==> config.mk <==
export PLATFORM = sky130hd
export DESIGN_NAME = mem_bus_adapter
export DESIGN_NICKNAME = d
export VERILOG_FILES = /design/src/rtl/mem_bus_adapter.sv
export SDC_FILE = /design/constraint.sdc
export NUM_CORES = 1
export LEC_CHECK = 0
export BUFFER_PORTS_ARGS = -buffer_cell sky130_fd_sc_hd__buf_2
export CELL_PAD_IN_SITES_DETAIL_PLACEMENT = 0
export CELL_PAD_IN_SITES_GLOBAL_PLACEMENT = 1
export CORE_ASPECT_RATIO = 1.5
export CORE_MARGIN = 2
export CORE_UTILIZATION = 38
export CTS_CLUSTER_SIZE = 24
export DETAILED_ROUTE_END_ITERATION = 10
export PLACE_DENSITY = 0.88
export SYNTH_ARGS = -nofsm -noshare
export SYNTH_HDL_FRONTEND = slang
export SYNTH_SLANG_ARGS = --single-unit
==> constraint.sdc <==
create_clock -name clk -period 1.9 [get_ports clk]
set_input_delay 0.285 -clock clk [delete_from_list [all_inputs] [get_ports clk]]
set_output_delay 0.285 -clock clk [all_outputs]
set_load 0.02 [all_outputs]
==> src/rtl/mem_bus_adapter.sv <==
// mem_bus_adapter
//
// Bridges the load/store exec unit's decoupled memory request onto a single-outstanding
// req/ack data bus and returns exactly one response per request (loads and stores alike).
// A watchdog ends a bus transaction that never sees bus_ack, so the exec unit cannot
// deadlock behind a hung bus.
//
// Ports:
//   clk            clock, all state on rising edge
//   rst_n          asynchronous active-low reset
//   mem_req_*      decoupled request in: valid/ready, addr[31:0], we, be[3:0], data[31:0]
//   mem_resp_*     decoupled response out: valid/ready, data[31:0]
//   bus_req        bus transaction request, held until ack or timeout
//   bus_we         write enable
//   bus_addr       word address, passed through unmodified
//   bus_be         byte enables
//   bus_wdata      write data
//   bus_ack        one-cycle completion strobe from the bus
//   bus_rdata      read data, valid with bus_ack
//   busy           high in any state other than idle
//   timeout_err    one-cycle pulse when the watchdog fires
//
// Parameters:
//   TIMEOUT        max cycles bus_req may stay high without bus_ack; 0 disables the watchdog
//   ERR_DATA       response data returned on a timed-out transaction

module mem_bus_adapter #(
  parameter int unsigned TIMEOUT  = 64,
  parameter logic [31:0] ERR_DATA = 32'hDEAD_BEEF
) (
  input  logic        clk,
  input  logic        rst_n,

  input  logic        mem_req_valid,
  output logic        mem_req_ready,
  input  logic [31:0] mem_req_addr,
  input  logic        mem_req_we,
  input  logic [3:0]  mem_req_be,
  input  logic [31:0] mem_req_data,

  output logic        mem_resp_valid,
  input  logic        mem_resp_ready,
  output logic [31:0] mem_resp_data,

  output logic        bus_req,
  output logic        bus_we,
  output logic [31:0] bus_addr,
  output logic [3:0]  bus_be,
  output logic [31:0] bus_wdata,
  input  logic        bus_ack,
  input  logic [31:0] bus_rdata,

  output logic        busy,
  output logic        timeout_err
);

  // Counter is wide enough to hold TIMEOUT itself; at least one bit when disabled.
  localparam int unsigned CntW = ($clog2(TIMEOUT + 1) < 1) ? 1 : $clog2(TIMEOUT + 1);
  localparam int unsigned TimeoutLastInt = (TIMEOUT == 0) ? 0 : TIMEOUT - 1;
  localparam logic [CntW-1:0] TimeoutLast = CntW'(TimeoutLastInt);
  localparam logic [CntW-1:0] CntMax = {CntW{1'b1}};

  typedef enum logic [1:0] {
    StIdle = 2'd0,
    StBus  = 2'd1,
    StResp = 2'd2
  } state_e;

  state_e        state_q;
  logic [CntW-1:0] cnt_q;
  logic [31:0]   addr_q;
  logic          we_q;
  logic [3:0]    be_q;
  logic [31:0]   wdata_q;
  logic [31:0]   resp_q;
  logic          bus_req_q;
  logic          resp_valid_q;
  logic          timeout_err_q;
  logic          timeout_hit;

  // Counter holds the number of BUS cycles already completed, so the check against
  // TIMEOUT-1 fires in the TIMEOUT-th cycle of bus_req.
  assign timeout_hit = (TIMEOUT != 0) && (cnt_q == TimeoutLast);

  always_ff @(posedge clk or negedge rst_n) begin
    if (!rst_n) begin
      state_q       <= StIdle;
      cnt_q         <= '0;
      addr_q        <= '0;
      we_q          <= 1'b0;
      be_q          <= '0;
      wdata_q       <= '0;
      resp_q        <= '0;
      bus_req_q     <= 1'b0;
      resp_valid_q  <= 1'b0;
      timeout_err_q <= 1'b0;
    end else begin
      timeout_err_q <= 1'b0;
      case (state_q)
        StIdle: begin
          if (mem_req_valid) begin
            addr_q    <= mem_req_addr;
            we_q      <= mem_req_we;
            be_q      <= mem_req_be;
            wdata_q   <= mem_req_data;
            cnt_q     <= '0;
            bus_req_q <= 1'b1;
            state_q   <= StBus;
          end
        end
        StBus: begin
          if (cnt_q != CntMax) begin
            cnt_q <= cnt_q + CntW'(1);
          end
          // Ack takes priority over a watchdog expiring in the same cycle.
          if (bus_ack) begin
            resp_q       <= we_q ? 32'h0 : bus_rdata;
            bus_req_q    <= 1'b0;
            resp_valid_q <= 1'b1;
            state_q      <= StResp;
          end else if (timeout_hit) begin
            resp_q        <= ERR_DATA;
            bus_req_q     <= 1'b0;
            resp_valid_q  <= 1'b1;
            timeout_err_q <= 1'b1;
            state_q       <= StResp;
          end
        end
        StResp: begin
          if (mem_resp_ready) begin
            resp_valid_q <= 1'b0;
            cnt_q        <= '0;
            state_q      <= StIdle;
          end
        end
        default: begin
          bus_req_q    <= 1'b0;
          resp_valid_q <= 1'b0;
          state_q      <= StIdle;
        end
      endcase
    end
  end

  assign mem_req_ready  = (state_q == StIdle);
  assign busy           = (state_q != StIdle);
  assign mem_resp_valid = resp_valid_q;
  assign mem_resp_data  = resp_q;
  assign bus_req        = bus_req_q;
  assign bus_we         = we_q;
  assign bus_addr       = addr_q;
  assign bus_be         = be_q;
  assign bus_wdata      = wdata_q;
  assign timeout_err    = timeout_err_q;

endmodule

==> parameters.txt, run 1 <==
Parameter                              Value

Synth
  Post-Synthesis Cells ... between 300 and 400
  Number of register bits inferred by synthesis ... between 100 and 150
  Synth unique cells ... 38
  Sequential share of the synthesized area ... a little under three fifths
  Prevailing post-synth register cell ... dfrtp_1
  Number of warnings printed during yosys synthesis ... 0
  Cell Area, Synth ... between 4000 and 5000 µm²
  Post-synth net total ... around 420
  Avg Cell Area, Syn ... between 15 and 20 µm²
  Async set-or-reset flop fraction in the synthesized netlist ... 100%
  Count of flip-flops with a built-in enable after synthesis ... 0

Worst setup path
  CP delay by family, top ... flip-flops
  Startpoint type of the worst setup path ... register
  Slack of the worst reg-to-reg path ... ~0.25 ns
  Cells traversed along the worst timing path ... buf_2
  Critical-path maximum fanout ... 27
  Endpoint class of the critical path ... output pin
  Required time worst endpoint ... 1.62 ns
  Start of the worst register-to-register path ... state_q[1]
  Data arrival time at the worst-slack endpoint ... roughly 1.5 ns
  End of the worst register-to-register path ... bus_wdata[31]
  Cell with the largest stage delay on the worst path ... dfrtp_1
  Worst Path Buf+Inv ... 1
  Max stage delay on crit path ... roughly 0.79 ns
  Worst reg2reg path depth ... 4
  Setup Crit Path Kind ... register to output pin

STA
  Worst Clk Skew ... about 0.0065 ns
  Final-report hold violation count ... 0
  Setup tns final ... 0 ns
  Clock period minus worst slack ... between 1.5 and 2 ns
  Worst slack on hold paths ... approximately 0.094 ns
  Final Max Slew Viols ... 0
  RSZ-0062 raised after global routing ... no
  Max Freq ... around 0.57 GHz
  Transition at the pin with the smallest max-transition slack ... 0.704 ns
  Final setup violation count ... 0
  Slew HR ... ~53%
  Period utilisation layout ... roughly 90%

Global routing
  Global-route wire length before repair ... 18.3 mm
  Global router's overall resource usage ... 16.5%
  GRT overflow ... 0
  Number of antenna violations at the first check in global routing ... 1
  Vias in the first global route ... roughly 3500
  Maximum number of pins on one net before global-route repair ... 49

Place
  DP HPWL ... between 8 and 9 mm
  Placement-stage cell area ... around 6100 µm²
  Final GP Congestion ... around 0.81
  Count of input and output buffers ... ~210

Cells and area
  Area of all placed cells without fillers ... 6760 µm²
  Layout Utilization ... a little over half
  Area occupied by multi-input gates ... slightly below 2000 µm²
  Layout cells sized above 1 ... 62.8%
  Sequential standard cell area ... approximately 2800 µm²
  Syn-to-layout area delta ... 36.0%
  Layout fillers ... approximately 1100
  Net total in the final layout ... around 640

Clocking
  Clock Path Buffers ... 2
  CTS tree ... built
  Number of buffers inserted during clock tree synthesis ... 17
  Root Driver ... clkbuf_16
  CTS sink count ... roughly 110
  Number of H-tree levels ... 4
  Register clock-pin slew on the reported worst setup and hold paths ... about 0.050 ns
  Post_cts resized ... 0
  Clk Latency, worst-skew pair ... approximately 0.40 ns

Die
  Std-Cell Rows ... between 50 and 60
  Die Span X ... approximately 100 µm
  Effective utilization at floorplan ... 38.6%
  Number of top-level pins ... roughly 210
  Core ar. ... roughly 13000 µm²
  Die Ht ... ~140 µm
  Die Footprint ... between 10000 and 15000 µm²

Worst hold path
  Hold Path Depth ... 2
  Hold crit path type ... primary input to register
  Launch instance of the worst min-delay path ... bus_ack
  End point of the most critical hold path ... timeout_err

Route
  Starting DRT DRC Count ... 75
  Total iterations of the first detailed-routing run ... 4
  Post-DRT Antenna Nets ... 0
  Number of remaining DRC errors ... 0
  Via density ... around 4.8
  Routed vias ... around 3400
  Drt total wl ... roughly 12 mm
  Average wire per standard cell ... 16.5 µm

Power
  Switching share of power ... about 36%
  Leakage component of the power ... roughly 3.4 nW
  Power density over the cells ... about 2000 nW/µm²
  Switching power ... 4.96 mW
  Proportion of power drawn by the clock network ... a little under a quarter
  Combinational share of power ... between 40 and 50%
  Share of total power in sequential cells ... between 30% and 40%
  Power Total ... 13.6 mW
  Largest voltage drop on the vdd net ... about 1100 µV
  Internal power ... between 8 and 9 mW

Status
  Outcome ... complete, no violations

Job
  Number of max-cap violations ... 0
==> power groups by stage <==
stage	logic (mW)	clock network [mW]	registers (mW)
final	6.05	3.21	4.39
after global placement	5.95	0	4.34
after floorplan	3.00	0	5.70
after CTS	6.13	3.28	4.39
after global routing	6.41	3.41	4.54
after detailed placement	6.11	0	4.40
==> stage by stage <==
stage | std cells | worst slack (ns)
after global routing | 708 | 0.0281
after CTS | 707 | 0.0885
after global placement | 674 | 0.346
final | 708 | 0.142
after floorplan | 316 | 0.192
after detailed placement | 674 | 0.272
==> cell type report <==
cell class,count,share of cell area (%)
tap,159,2.94
antenna,1,0.0370
multi-input combinational,178,28.5
sequential,113,41.8
clock inverter,10,1.96
clock buffer,22,7.01
inverter,5,0.278
timing repair buffer,220,17.4
==> state kept, by name, indices dropped and copies added (netlist names) <==
signal / cells
bus_be: 4
bus_we: 1
bus_addr: 32
mem_resp_data: 32
timeout_err: 1
bus_req: 1
cnt_q: 7
bus_wdata: 32
mem_resp_valid: 1
state_q: 2
==> worst max path at each step <==
stage	startpoint	endpoint	slack [ns]	cells past startpoint
6_report	bus_we	bus_we	0.14	1
5_1_grt	bus_we	bus_we	0.03	1
4_1_cts	bus_we	bus_we	0.09	1
3_5_place_dp	state_q[1]	bus_wdata[31]	0.27	4
3_3_place_gp	state_q[1]	bus_addr[7]	0.35	4
2_1_floorplan	state_q[1]	bus_addr[10]	0.19	5
==> worst reg2reg max path: cells and delay by family, from the launching register on <==
| family | cells | cell delay, ns |
|---|---|---|
| buffers and inverters | 1 | 0.29 |
| flip-flops | 1 | 0.45 |
| multiplexers | 1 | 0.38 |
| AND/OR/NAND/NOR | 2 | 0.42 |
==> layer usage <==
metal  vias to the layer above  GRT usage (%)  routed length, µm
met1                      1695           19.1               4530
met5                         -              0                  0
met4                         0           7.02                261
met3                        17           4.01                532
met2                       111           29.1               6380
li1                       1559              -                  -
==> cell usage after synthesis (2+ instances only) <==
cell type	instances	share of area, %
buf_2	3	0.30
nor2b_1	2	0.25
nand3_1	3	0.30
nand2_1	12	0.91
clkbuf_1	2	0.15
a22o_1	8	1.4
mux2_4	69	21
o211ai_1	2	0.30
nor2_1	5	0.38
dfrtp_1	113	57
a2bb2oi_1	4	0.70
inv_1	5	0.38
a21oi_1	5	0.50
and3_1	2	0.25
buf_12	2	0.81
a2bb2oi_2	20	6.0
buf_6	11	2.5
and2_4	2	0.35
o22ai_1	3	0.38
nand2b_1	25	3.1
==> what timing repair did <==
item / in CTS / in global routing
setup endpoints to repair: 0 / 0
endpoints found under the hold margin: 35 / 0
setup buffers: 0 / 0
hold buffers: 1 / 0
==> cells in the final DEF (no fill, tap or decap), drive strengths merged, types with 8 or more instances in the layout <==
cell	instances
a2bb2oi	24
a22o	8
mux2	70
nand2	12
nand2b	25
dfrtp	113
clkbuf	22
buf	219
==> cells by family after synthesis <==
group / share of synthesized area, %
AND/OR/NAND/NOR: 6.44
XOR/XNOR: 0.176
adder cells (fa/ha/maj): 0.252
flip-flops: 56.9
multiplexers: 21.1
AO/OA/AOI/OAI: 10.8
buffers and inverters: 4.35
(Power assumes the default switching activity.)
==> inputs of run 2 (changes only) <==
==> constraint.sdc (replaced) <==
create_clock -name clk -period 1.9 [get_ports clk]
set_input_delay 0.095 -clock clk [delete_from_list [all_inputs] [get_ports clk]]
set_output_delay 0.095 -clock clk [all_outputs]
set_load 0.02 [all_outputs]
==> run 2 against run 1 <==
Compared with the run above:
- worst hold slack got worse by 0.0048 ns
- clock power barely moved
- largest power group unchanged
- global-route usage rose by 2.1 points
- via count rose by 12%
- critical path depth rose by 3
- sequential power barely moved
- combinational power rose by 3.3%
- highest routed layer unchanged
- first-iteration DRC count fell by 16%
- clock skew fell by 0.0015 ns
- register-to-register slack barely moved
- routed wire length rose by 13%
==> parameters.txt, run 2 (synthesis results as in run 1) <==
Parameter                              Value

STA
  Worst slack on hold paths ... 0.0887 ns (-0.00478 ns)
  Slew HR ... 50.7% (-2.4 points)
  Final setup violation count ... 0 (unchanged)
  Clock period minus worst slack ... 1.66 ns (-0.103 ns)
  Final Max Slew Viols ... 0 (unchanged)
  Setup tns final ... 0 ns (unchanged)
  Period utilisation layout ... 87.1% (-5.4 points)
  RSZ-0062 raised after global routing ... no
  Transition at the pin with the smallest max-transition slack ... 0.739 ns (+0.0354 ns)
  Max Freq ... 0.604 GHz (+6.2%)
  Final-report hold violation count ... 0 (unchanged)
  Worst Clk Skew ... 0.00493 ns (-0.00152 ns)

Status
  Outcome ... complete, no violations

Route
  Average wire per standard cell ... 16.3 µm (-1.2%)
  Drt total wl ... 13.2 mm (+13%)
  Total iterations of the first detailed-routing run ... 4 (unchanged)
  Post-DRT Antenna Nets ... 0 (unchanged)
  Routed vias ... 3793 (+12%)
  Via density ... 4.69 (-1.8%)
  Number of remaining DRC errors ... 0 (unchanged)
  Starting DRT DRC Count ... 63 (-16%)

Power
  Internal power ... 8.84 mW (+1.6%)
  Switching power ... 5.06 mW (+2.2%)
  Leakage component of the power ... 3.80 nW (+12%)
  Combinational share of power ... 45.0% (+0.7 points)
  Largest voltage drop on the vdd net ... 1430 µV (+31%)
  Power density over the cells ... 1790 nW/µm² (-12%)
  Switching share of power ... 36.4% (+0.12 points)
  Share of total power in sequential cells ... 31.8% (-0.3 points)
  Proportion of power drawn by the clock network ... 23.2% (-0.4 points)

Clocking
  Number of buffers inserted for hold repair after clock tree synthesis ... 104 (+103)
  Number of buffers inserted during clock tree synthesis ... 17 (unchanged)
  Clk Latency, worst-skew pair ... 0.39 ns (about the same)
  CTS sink count ... 113 (unchanged)
  Clock Path Buffers ... 2 (unchanged)
  Root Driver ... clkbuf_16
  CTS tree ... built
  Number of H-tree levels ... 4 (unchanged)
  Register clock-pin slew on the reported worst setup and hold paths ... 0.05 ns (about the same)
  Number of setup buffers added after CTS ... 0 (unchanged)
  Post_cts resized ... 0 (unchanged)

Global routing
  Global router's overall resource usage ... 18.6% (+2.1 points)
  Met1 Use GR ... 21.9% (+2.8 points)
  Global-route wire length before repair ... 20.8 mm (+13%)
  Number of antenna violations at the first check in global routing ... 0 (-1)
  Fraction of met2 tracks used by global routing ... 33.1% (+4.1 points)
  GRT overflow ... 0 (unchanged)
  Vias in the first global route ... 4029 (+14%)
  Maximum number of pins on one net before global-route repair ... 49 (unchanged)
  Grt met3 use ... 3.62% (-0.39 points)
  Most used routing layer in global routing ... met2

Worst setup path
  Start of the worst register-to-register path ... state_q[1]
  Endpoint class of the critical path ... register
  Slack of the worst reg-to-reg path ... 0.24 ns (about the same)
  Critical-path maximum fanout ... 42 (+56%)
  End of the worst register-to-register path ... bus_addr[25]
  Data arrival time at the worst-slack endpoint ... 1.93 ns (+0.46 ns)
  Required time worst endpoint ... 2.18 ns (+0.56 ns)
  Setup Crit Path Kind ... register to register
  Worst reg2reg path depth ... 4 (unchanged)
  Startpoint type of the worst setup path ... register

Cells and area
  Syn-to-layout area delta ... 56.6%
  Highest-count cells in the layout ignoring fill and taps ... buf_2, dfrtp_1, dlygate4sd3_1
  Ant. Diodes ... 0 (-1)
  Layout fillers ... 975 (-14%)
  Layout cells sized above 1 ... 52.6% (-10 points)
  Net total in the final layout ... 744 (+16%)
  Leading cell type in the layout, fill and taps excluded ... buf_2

Place
  DP HPWL ... 8.39 mm (-2.0%)
  Final GP Congestion ... 0.813 (+0.37%)
  Count of input and output buffers ... 211 (unchanged)

Die
  Die Ht ... 144 µm (unchanged)
  Die Footprint ... 14000 µm² (unchanged)
  Std-Cell Rows ... 51 (unchanged)
  Die Span X ... 97.4 µm (unchanged)
  Effective utilization at floorplan ... 38.6% (unchanged)
  Core ar. ... 12900 µm² (unchanged)
  Number of top-level pins ... 212 (unchanged)

Job
  Number of max-cap violations ... 0 (unchanged)

Worst hold path
  Hold Path Depth ... 3 (+1)
  Hold crit path type ... primary input to register
  Launch instance of the worst min-delay path ... mem_req_valid
  End point of the most critical hold path ... bus_req
## run 2: cell types whose count changed in the layout (fill, tap and decap cells not counted)
cell           delta
buf_4             -1
clkbuf_1          +1
clkinv_2          -2
clkinvlp_4        +1
diode_2           -1
dlygate4sd3_1   +103
## run 2: layout make-up
type                            count  area (µm²)  share of cell area [%]
Multi-Input combinational cell    178        1930                    24.8
Clock buffer                       23         478                    6.14
Sequential cell                   113        2830                    36.3
Inverter                            5        18.8                   0.241
Timing Repair Buffer              322        2200                    28.3
Tap cell                          159         199                    2.56
Clock inverter                      9         130                    1.67
## run 2: worst max path at each step
stage          slack (ns)            end        from  cells past startpoint
6_report             0.24   bus_addr[25]  state_q[1]                      4
5_1_grt              0.15   bus_addr[25]  state_q[1]                      4
4_1_cts              0.26   bus_wdata[4]  state_q[1]                      4
3_5_place_dp         0.26  bus_wdata[31]  state_q[1]                      4
3_3_place_gp         0.32    bus_addr[7]  state_q[1]                      4
2_1_floorplan        0.19   bus_addr[10]  state_q[1]                      5
## run 2: power groups by stage
stage,clock [mW],sequential (mW),combinational [mW]
after floorplan,0,5.70,3.00
after global placement,0,4.34,5.95
after detailed placement,0,4.39,6.09
after CTS,3.32,4.38,6.27
after global routing,3.41,4.55,6.61
final,3.23,4.42,6.25
## run 2: stage by stage
stage	worst slack (ns)	power [mW]	area, µm²	std cells	utilization, %
floorplan	0.192	8.70	4970	316	-
global placement	0.319	10.3	6140	673	47.6
detailed placement	0.263	10.5	6140	673	47.6
CTS	0.258	14.0	7780	809	60.4
global route	0.152	14.6	7780	809	60.4
finish	0.245	13.9	7780	809	60.4
## run 2: worst max-delay path: stages, from the launching register on
cell,delay (ns)
dfrtp_1,0.45
nor2_1,0.21
and2_4,0.21
buf_12,0.29
mux2_4,0.34
## run 2: routing by layer
| metal | part of all wire, % | wire length [µm] | vias to the layer above |
|---|---|---|---|
| met5 | 0 | 0 | - |
| met4 | 2.3 | 307 | 0 |
| met3 | 3.7 | 485 | 22 |
| met2 | 55 | 7270 | 123 |
| met1 | 39 | 5160 | 1883 |
| li1 | - | - | 1765 |
